==> config.mk <==
export PLATFORM = sky130hd
export DESIGN_NAME = alien_march_ctrl
export DESIGN_NICKNAME = d
export VERILOG_FILES = /design/src/rtl/alien_march_ctrl.sv
export SDC_FILE = /design/constraint.sdc
export NUM_CORES = 1
export LEC_CHECK = 0
export BUFFER_PORTS_ARGS = -buffer_cell sky130_fd_sc_hd__buf_2
export CAP_MARGIN = 0
export CELL_PAD_IN_SITES_DETAIL_PLACEMENT = 1
export CELL_PAD_IN_SITES_GLOBAL_PLACEMENT = 1
export CORE_MARGIN = 5
export CORE_UTILIZATION = 30
export CTS_CLUSTER_DIAMETER = 100
export DETAILED_ROUTE_END_ITERATION = 6
export PLACE_DENSITY_LB_ADDON = 0.1
export REMOVE_ABC_BUFFERS = 1
export SLEW_MARGIN = 20
export SYNTH_ARGS = -nofsm -noshare
export SYNTH_HDL_FRONTEND = slang
export SYNTH_SLANG_ARGS = --single-unit
==> constraint.sdc <==
create_clock -name Clk -period 11.9 [get_ports Clk]
set_clock_uncertainty 0.2 [all_clocks]
set_input_delay 0.595 -clock Clk [delete_from_list [all_inputs] [get_ports Clk]]
set_output_delay 0.595 -clock Clk [all_outputs]
set_load 0.01 [all_outputs]
==> src/rtl/alien_march_ctrl.sv <==
// alien_march_ctrl: steps an invaders-style alien fleet across the screen.
// The fleet marches horizontally one step per tick. When it reaches a screen
// edge it steps down and reverses. The game ends when the lowest live row
// reaches the landing row. The tick period shrinks as aliens are destroyed.
//
// Ports:
//   Clk           - clock, all state updates on the rising edge
//   Reset         - synchronous, active-high
//   Start         - begins the march from IDLE
//   Aliens_Grid   - live mask, bit i*10+j = fleet row i, fleet column j
//   Aliens_Row    - top pixel row of fleet row 0
//   Aliens_Col    - left pixel column of fleet column 0
//   Direction     - 0 = moving right, 1 = moving left
//   March_Tick    - one-cycle pulse following every position update
//   Aliens_Landed - sticky flag, the fleet has reached LAND_ROW
module alien_march_ctrl #(
    parameter int unsigned START_ROW        = 40,
    parameter int unsigned START_COL        = 20,
    parameter int unsigned STEP_X           = 10,
    parameter int unsigned STEP_Y           = 10,
    parameter int unsigned SCREEN_W         = 640,
    parameter int unsigned LAND_ROW         = 420,
    parameter int unsigned MIN_PERIOD       = 250000,
    parameter int unsigned PERIOD_PER_ALIEN = 50000
) (
    input  logic        Clk,
    input  logic        Reset,
    input  logic        Start,
    input  logic [49:0] Aliens_Grid,
    output logic [8:0]  Aliens_Row,
    output logic [9:0]  Aliens_Col,
    output logic        Direction,
    output logic        March_Tick,
    output logic        Aliens_Landed
);

    localparam int unsigned ROW_W = 9;
    localparam int unsigned COL_W = 10;
    localparam int unsigned CNT_W = 24;
    localparam int unsigned SUM_W = 11;

    typedef enum logic [1:0] {IDLE, MARCH_R, MARCH_L, HALT} state_t;

    state_t             state_q, state_d;
    logic [CNT_W-1:0]   cnt_q, cnt_d;
    logic [ROW_W-1:0]   row_q, row_d;
    logic [COL_W-1:0]   col_q, col_d;
    logic               dir_q, dir_d;
    logic               tick_q, tick_d;
    logic               landed_q, landed_d;

    logic [9:0]         col_any;
    logic [4:0]         row_any;
    logic [3:0]         lc, rc;
    logic [2:0]         br;
    logic [5:0]         alive;
    logic [CNT_W-1:0]   period;
    logic               grid_empty, tick_now, fits_r, fits_l, land_hit;

    // Fleet extents and population from the live mask.
    always_comb begin
        col_any = '0;
        row_any = '0;
        alive   = '0;
        for (int i = 0; i < 5; i++) begin
            for (int j = 0; j < 10; j++) begin
                if (Aliens_Grid[i*10+j]) begin
                    col_any[j] = 1'b1;
                    row_any[i] = 1'b1;
                end
                alive = alive + 6'(Aliens_Grid[i*10+j]);
            end
        end
        lc = '0;
        for (int j = 9; j >= 0; j--) begin
            if (col_any[j]) lc = 4'(j);
        end
        rc = '0;
        for (int j = 0; j < 10; j++) begin
            if (col_any[j]) rc = 4'(j);
        end
        br = '0;
        for (int i = 0; i < 5; i++) begin
            if (row_any[i]) br = 3'(i);
        end
    end

    assign period     = CNT_W'(MIN_PERIOD) + CNT_W'(PERIOD_PER_ALIEN) * CNT_W'(alive);
    assign grid_empty = (Aliens_Grid == '0);
    // Compared as cnt+1 >= period so a shrunken period ticks immediately and a
    // zero period cannot underflow.
    assign tick_now   = ((CNT_W+1)'(cnt_q) + (CNT_W+1)'(1)) >= (CNT_W+1)'(period);
    assign fits_r     = (SUM_W'(col_q) + SUM_W'(40) * SUM_W'(rc) + SUM_W'(30)
                         + SUM_W'(STEP_X)) <= SUM_W'(SCREEN_W);
    assign fits_l     = (SUM_W'(col_q) + SUM_W'(40) * SUM_W'(lc)) >= SUM_W'(STEP_X);
    // Bottom of the lowest live row after the pending step-down.
    assign land_hit   = (SUM_W'(row_q) + SUM_W'(STEP_Y) + SUM_W'(30) * SUM_W'(br)
                         + SUM_W'(20)) >= SUM_W'(LAND_ROW);

    // State and datapath registers.
    always_ff @(posedge Clk) begin
        if (Reset) begin
            state_q  <= IDLE;
            cnt_q    <= '0;
            row_q    <= ROW_W'(START_ROW);
            col_q    <= COL_W'(START_COL);
            dir_q    <= 1'b0;
            tick_q   <= 1'b0;
            landed_q <= 1'b0;
        end else begin
            state_q  <= state_d;
            cnt_q    <= cnt_d;
            row_q    <= row_d;
            col_q    <= col_d;
            dir_q    <= dir_d;
            tick_q   <= tick_d;
            landed_q <= landed_d;
        end
    end

    // Next state and tick counter.
    always_comb begin
        state_d = state_q;
        cnt_d   = cnt_q;
        case (state_q)
            IDLE: begin
                if (Start) begin
                    state_d = MARCH_R;
                    cnt_d   = '0;
                end
            end
            MARCH_R, MARCH_L: begin
                if (grid_empty) begin
                    state_d = HALT;
                end else if (tick_now) begin
                    cnt_d = '0;
                    if (state_q == MARCH_R && !fits_r) begin
                        state_d = land_hit ? HALT : MARCH_L;
                    end else if (state_q == MARCH_L && !fits_l) begin
                        state_d = land_hit ? HALT : MARCH_R;
                    end
                end else begin
                    cnt_d = cnt_q + CNT_W'(1);
                end
            end
            default: state_d = state_q;
        endcase
    end

    // Position, direction, tick pulse and landing flag updates.
    always_comb begin
        row_d    = row_q;
        col_d    = col_q;
        dir_d    = dir_q;
        tick_d   = 1'b0;
        landed_d = landed_q;
        if ((state_q == MARCH_R || state_q == MARCH_L) && !grid_empty && tick_now) begin
            tick_d = 1'b1;
            if (state_q == MARCH_R) begin
                if (fits_r) begin
                    col_d = col_q + COL_W'(STEP_X);
                end else begin
                    row_d    = row_q + ROW_W'(STEP_Y);
                    dir_d    = 1'b1;
                    landed_d = land_hit;
                end
            end else begin
                if (fits_l) begin
                    col_d = col_q - COL_W'(STEP_X);
                end else begin
                    row_d    = row_q + ROW_W'(STEP_Y);
                    dir_d    = 1'b0;
                    landed_d = land_hit;
                end
            end
        end
    end

    assign Aliens_Row    = row_q;
    assign Aliens_Col    = col_q;
    assign Direction     = dir_q;
    assign March_Tick    = tick_q;
    assign Aliens_Landed = landed_q;

endmodule

# Word level (Yosys, flattened, before mapping)
# Index checks and enable logic that the tools add are counted.
[totals] wordCells=241 input_bits=53 register_bits=48 output_inout_bits=22
[op_classes] n_addsub=62 eq_ne=9 n_mul=4 mux=138 reduce_logical=17 order_cmp=4
[op_table] cell="$add 6x1->6" n=44
[op_table] cell="$mux 1" n=100
[op_table] cell="$mux 24" n=3
[op_table] cell="$mux 4" n=18
[op_table] cell="$logic_not 50->1" n=1
[op_table] cell="$pmux 24 s2" n=1
[op_table] cell="$mux 10" n=3
[op_table] cell="$mux 9" n=3
[op_table] cell="$add 24x1->25 const B" n=1
[op_table] cell="$ge 25x23->1" n=1
[op_table] cell="$add 24x1->24 const B" n=1
[op_table] cell="$add 18x22->23 const A" n=1
[op_table] cell="$add 10x10->11" n=2
[op_table] cell="$add 11x5->11 const B" n=2
[op_table] cell="$mul 12x6->18 const A" n=1
[op_table] cell="$mul 3x4->7 const A" n=2
[op_table] cell="$mux 2" n=6
[op_table] cell="$add 10x8->11" n=1
[op_table] cell="$add 11x4->11 const B" n=1
[op_table] cell="$ge 11x4->1 const B" n=1
[op_table] cell="$ge 11x9->1 const B" n=1
[op_table] cell="$le 11x10->1 const B" n=1
[op_table] cell="$add 10x4->10 const B" n=1
[op_table] cell="$add 9x4->10 const B" n=1
[op_table] cell="other kinds (24)" n=37

# Depth between registers and ports, before layout
[depth] depth_word=55 depth_mapped=42 depth_no_buf=41

# Worst setup path before layout
# No wires, ideal clock.
[synth_timing] path_kind="input -> register" from="input port Aliens_Grid[35]" to="register col_q[2], in the netlist Aliens_Col[2]" setup_slack_ns=1.239 required_ns=11.571 cell_stages=40 arrival_ns=10.332 n_path_buf=1 setup_time_ns=0.129 path_cell_list="inv_1 fa_1 inv_1 fa_1 inv_1 fa_1 inv_1 fa_1 fa_1 fa_1 fa_1 ha_1 a21o_1 a21oi_1 nor2b_1 o21ai_0 nand2b_1 ha_1 [4 not listed] inv_1 ha_1 nor2b_1 o31a_1 o21ba_2 o2111a_1 a211oi_1 nand3_1 or3b_1 ha_1 nand2_1 nor4_1 o311ai_4 and3_4 nor4_4 buf_6 mux2i_1 nand2_1"
[synth_via] elab_chain_cells=20 word_cells_on_any_way=46 cone_classes="add/sub (20); mul (3); order compare (3); eq/ne (1); mux (13); reduce/logical (6)"
[synth_rtl] item="start, declared" line="29" rtl="input logic [49:0] Aliens_Grid,"
[synth_rtl] item="$add 6x1->6 (15 in a row)" line="71" rtl="alive = alive + 6'(Aliens_Grid[i*10+j]);"
[synth_rtl] item="$mul 12x6->18" line="88" rtl="assign period = CNT_W'(MIN_PERIOD) + CNT_W'(PERIOD_PER_ALIEN) * CNT_W'(alive);"
[synth_rtl] item="$add 18x22->23" line="88"
[synth_rtl] item="$ge 25x23->1" line="92" rtl="assign tick_now = ((CNT_W+1)'(cnt_q) + (CNT_W+1)'(1)) >= (CNT_W+1)'(period);"
[synth_rtl] item="$logic_and 1x1->1" line="157" rtl="if ((state_q == MARCH_R || state_q == MARCH_L) && !grid_empty && tick_now) begin"
[synth_rtl] item="$reduce_and 3->1 (no line) (*)"
[synth_rtl] item="end signal, assigned" line="106" rtl="col_q <= COL_W'(START_COL);"
[synth_rtl] item="end signal, assigned" line="114" rtl="col_q <= col_d;"
[synth_rtl] item="end, declared" line="47" rtl="logic [COL_W-1:0] col_q, col_d;"
# Mark *: on every way between the ends. The rest lies on a longest branch, timed or not.
# A chain may end at the register's enable or synchronous reset.

# Worst setup path in the final report
[layout_timing] from="input port Aliens_Grid[35]" to="register row_q[6], in the netlist Aliens_Row[6]"
[layout_via] elab_chain_cells=20 word_cells_on_any_way=46 cone_classes="add/sub (20); mul (3); order compare (3); eq/ne (2); mux (13); reduce/logical (5)"
[layout_rtl] item="$add 6x1->6 (15 in a row)" line="71"
[layout_rtl] item="$mul 12x6->18" line="88"
[layout_rtl] item="$add 18x22->23" line="88"
[layout_rtl] item="$ge 25x23->1" line="92"
[layout_rtl] item="$logic_and 1x1->1" line="157"
[layout_rtl] item="$reduce_and 3->1 (no line) (*)"
[layout_rtl] item="end signal, assigned" line="105" rtl="row_q <= ROW_W'(START_ROW);"
[layout_rtl] item="end signal, assigned" line="113" rtl="row_q <= row_d;"
[layout_rtl] item="end, declared" line="46" rtl="logic [ROW_W-1:0] row_q, row_d;"
# Marked as above.

==> reports/metrics.yaml <==
placement:
  hpwl_um: 17610
  place.gp.congestion: 0.8359
  port_buffers: 72
global_route:
  grt_antenna_before_repair: 0
  grtUsageTotal_pct: 15.29
  grt_pass1_wl_um: 33330
  grt_max_degree: 25
  first_global_vias: 6415
  grt_overflow: 0
sta:
  fin_crit_ns: 11.12
  period_share_pct: 93.46
  slew_headroom_pct: 41.74
  fmax_mhz: 89.91
  setup_viol: 0
  timing_worst_slew_pin_value_ns: 0.8730
  finalHoldViolations: 0
  drv_slew: 0
  setup_tns_ns: 0
  grt_setup_unrepaired: "false"
clock_tree:
  cts_hold_buf: 0
  cts_setup_buffers: 0
  cts_buffers: 5
  cts.sinks: 46
  cts_tree: "yes"
  path_clk_slew_ns: 0.06
  clock_latency_ns: 0.29
  cts_resized: 0
  cts_root_buf: "clkbuf_16"
  cts_buffer_depth: 2
  cts-htree-levels: 2
synth:
  synth_seq_area_share_pct: 12.80
  synth_seq_cells: 46
  syn_avg_cell_area_um2: 8.584
  async_flop_share_pct: 0
  ys_warn_count: 0
  synth_cells: 838
  synth-edff-count: 0
  synth_area_um2: 7193
  ys.flop_type: "dfxtp_1"
  ys_types: 76
flow_run:
  drv_cap: 0
critical_path:
  crit_arrival_ns: 11.14
  end_kind: "register"
  start_kind: "input port"
  cpMostUsedCell: "fa_1"
  required_ns: 11.92
  cp_max_fo: 16
  critPathSlowestCell: "fa_1"
  crit_type: "input port to register"
  cpPeakStageDelay_ns: 0.58
floorplanning:
  die_y_um: 164.8
  design.die.area_um2: 27170
  coreArea_um2: 23540
  start_util_pct: 30.55
  rows: 56
  ioPinCount: 75
  die_x_um: 164.8
cells_and_area:
  num-fill-cells: 2879
  layout-drive-gt1-share_pct: 11.65
  multi_input_area_um2: 5733
  final_cell_mix: "127 x inv_1, 123 x ha_1, 72 x buf_2"
  diodes: 0
  seq_area_um2: 920.9
  fin_util_pct: 34.22
  area_growth_pct: 11.98
  nets: 1138
  mostFrequentLayoutCell: "inv_1"
detailed_routing:
  wirelength_um: 20160
  via_per_inst: 4.883
  ant_nets: 0
  drt_first_pass_iters: 4
  drc: 0
  num_vias: 6001
  routedWlPerCell_um: 16.40
  first_iter_violations: 146
outcome:
  outcome: "complete, no violations"
hold_path:
  hp-class: "register to register"
## cells in the mapped netlist (18+ instances only)
cell       n  area, um^2
ha_1     123        1539
a21oi_1   39       195.2
nor2_1    52       195.2
o21ai_0   40       200.2
inv_1    127       476.7
dfxtp_1   46       920.9
xnor2_1   45       394.1
nand2_1   36       135.1
nor3_1    18       90.09
fa_1      52        1041
xor2_1    19       166.4
nand3_1   21       105.1
## final timing paths
path / end / startpoint / slack [ns] / cells past startpoint
max reg2reg: cnt_q[16] / cnt_q[0] / 7.33 / 15
min reg2reg: Direction / Direction / 0.28 / 2
max: Aliens_Row[6] / Aliens_Grid[35] / 0.78 / 40
min: Direction / Direction / 0.28 / 2
## logic make-up (layout without fill, tap and decap cells)
family                     after synthesis  after routing  synth area share (%)
DFF                                     46             46                 12.80
adders and majority gates              175            175                 35.87
AOI/OAI and AO/OA                      176            176                 16.98
xor gates and xnor gates                64             64                 7.793
muxes                                   11             11                 1.531
other                                    1              3               0.05213
and+or+nand+nor                        225            225                 17.29
buffers and inverters                  140            210                 7.688
## registers in the layout (all words and copies together), names as in the netlist
register	flops
Aliens_Col	9
Aliens_Landed	1
Aliens_Row	8
Direction	1
March_Tick	1
cnt_q	24
state_q	2
## layout make-up
type	instances	share of cell area [%]
clock inverters	2	0.1243
flip-flops and latches	46	11.43
inverters	127	5.918
multi-input cells	654	71.17
clock buffers	5	1.553
repair buffers	76	4.846
well taps	319	4.955
## critical path, delay by kind of cell
kind,cells,cell delay (ns)
XOR/XNOR,1,0.17
adder cells (fa/ha/maj),13,5.32
buffers and inverters,7,0.45
AND/OR/NAND/NOR,8,2.04
AO/OA/AOI/OAI,11,2.57
## metal layers
metal	up-vias	global-route usage [%]	wire length, um
met5	-	0	0
met4	0	2.684	218
met3	12	1.772	486
met2	47	26.57	10060
met1	2862	20.65	9392
li1	3080	-	-
## through the flow
step	area (um^2)	std cells	worst slack [ns]	hold WS [ns]
global route	8055	1229	0.001794	0.3071
global placement	7914	1222	0.4549	0.2642
detailed placement	7914	1222	0.3797	0.2687
floorplan	7124	827	1.021	0.2677
CTS	8049	1229	0.6692	0.2791
finish	8055	1229	0.7778	0.2752
Power is left out: the tool's default activity adds up to more than one toggle a clock period on the data nets, which glitch-free logic cannot reach.
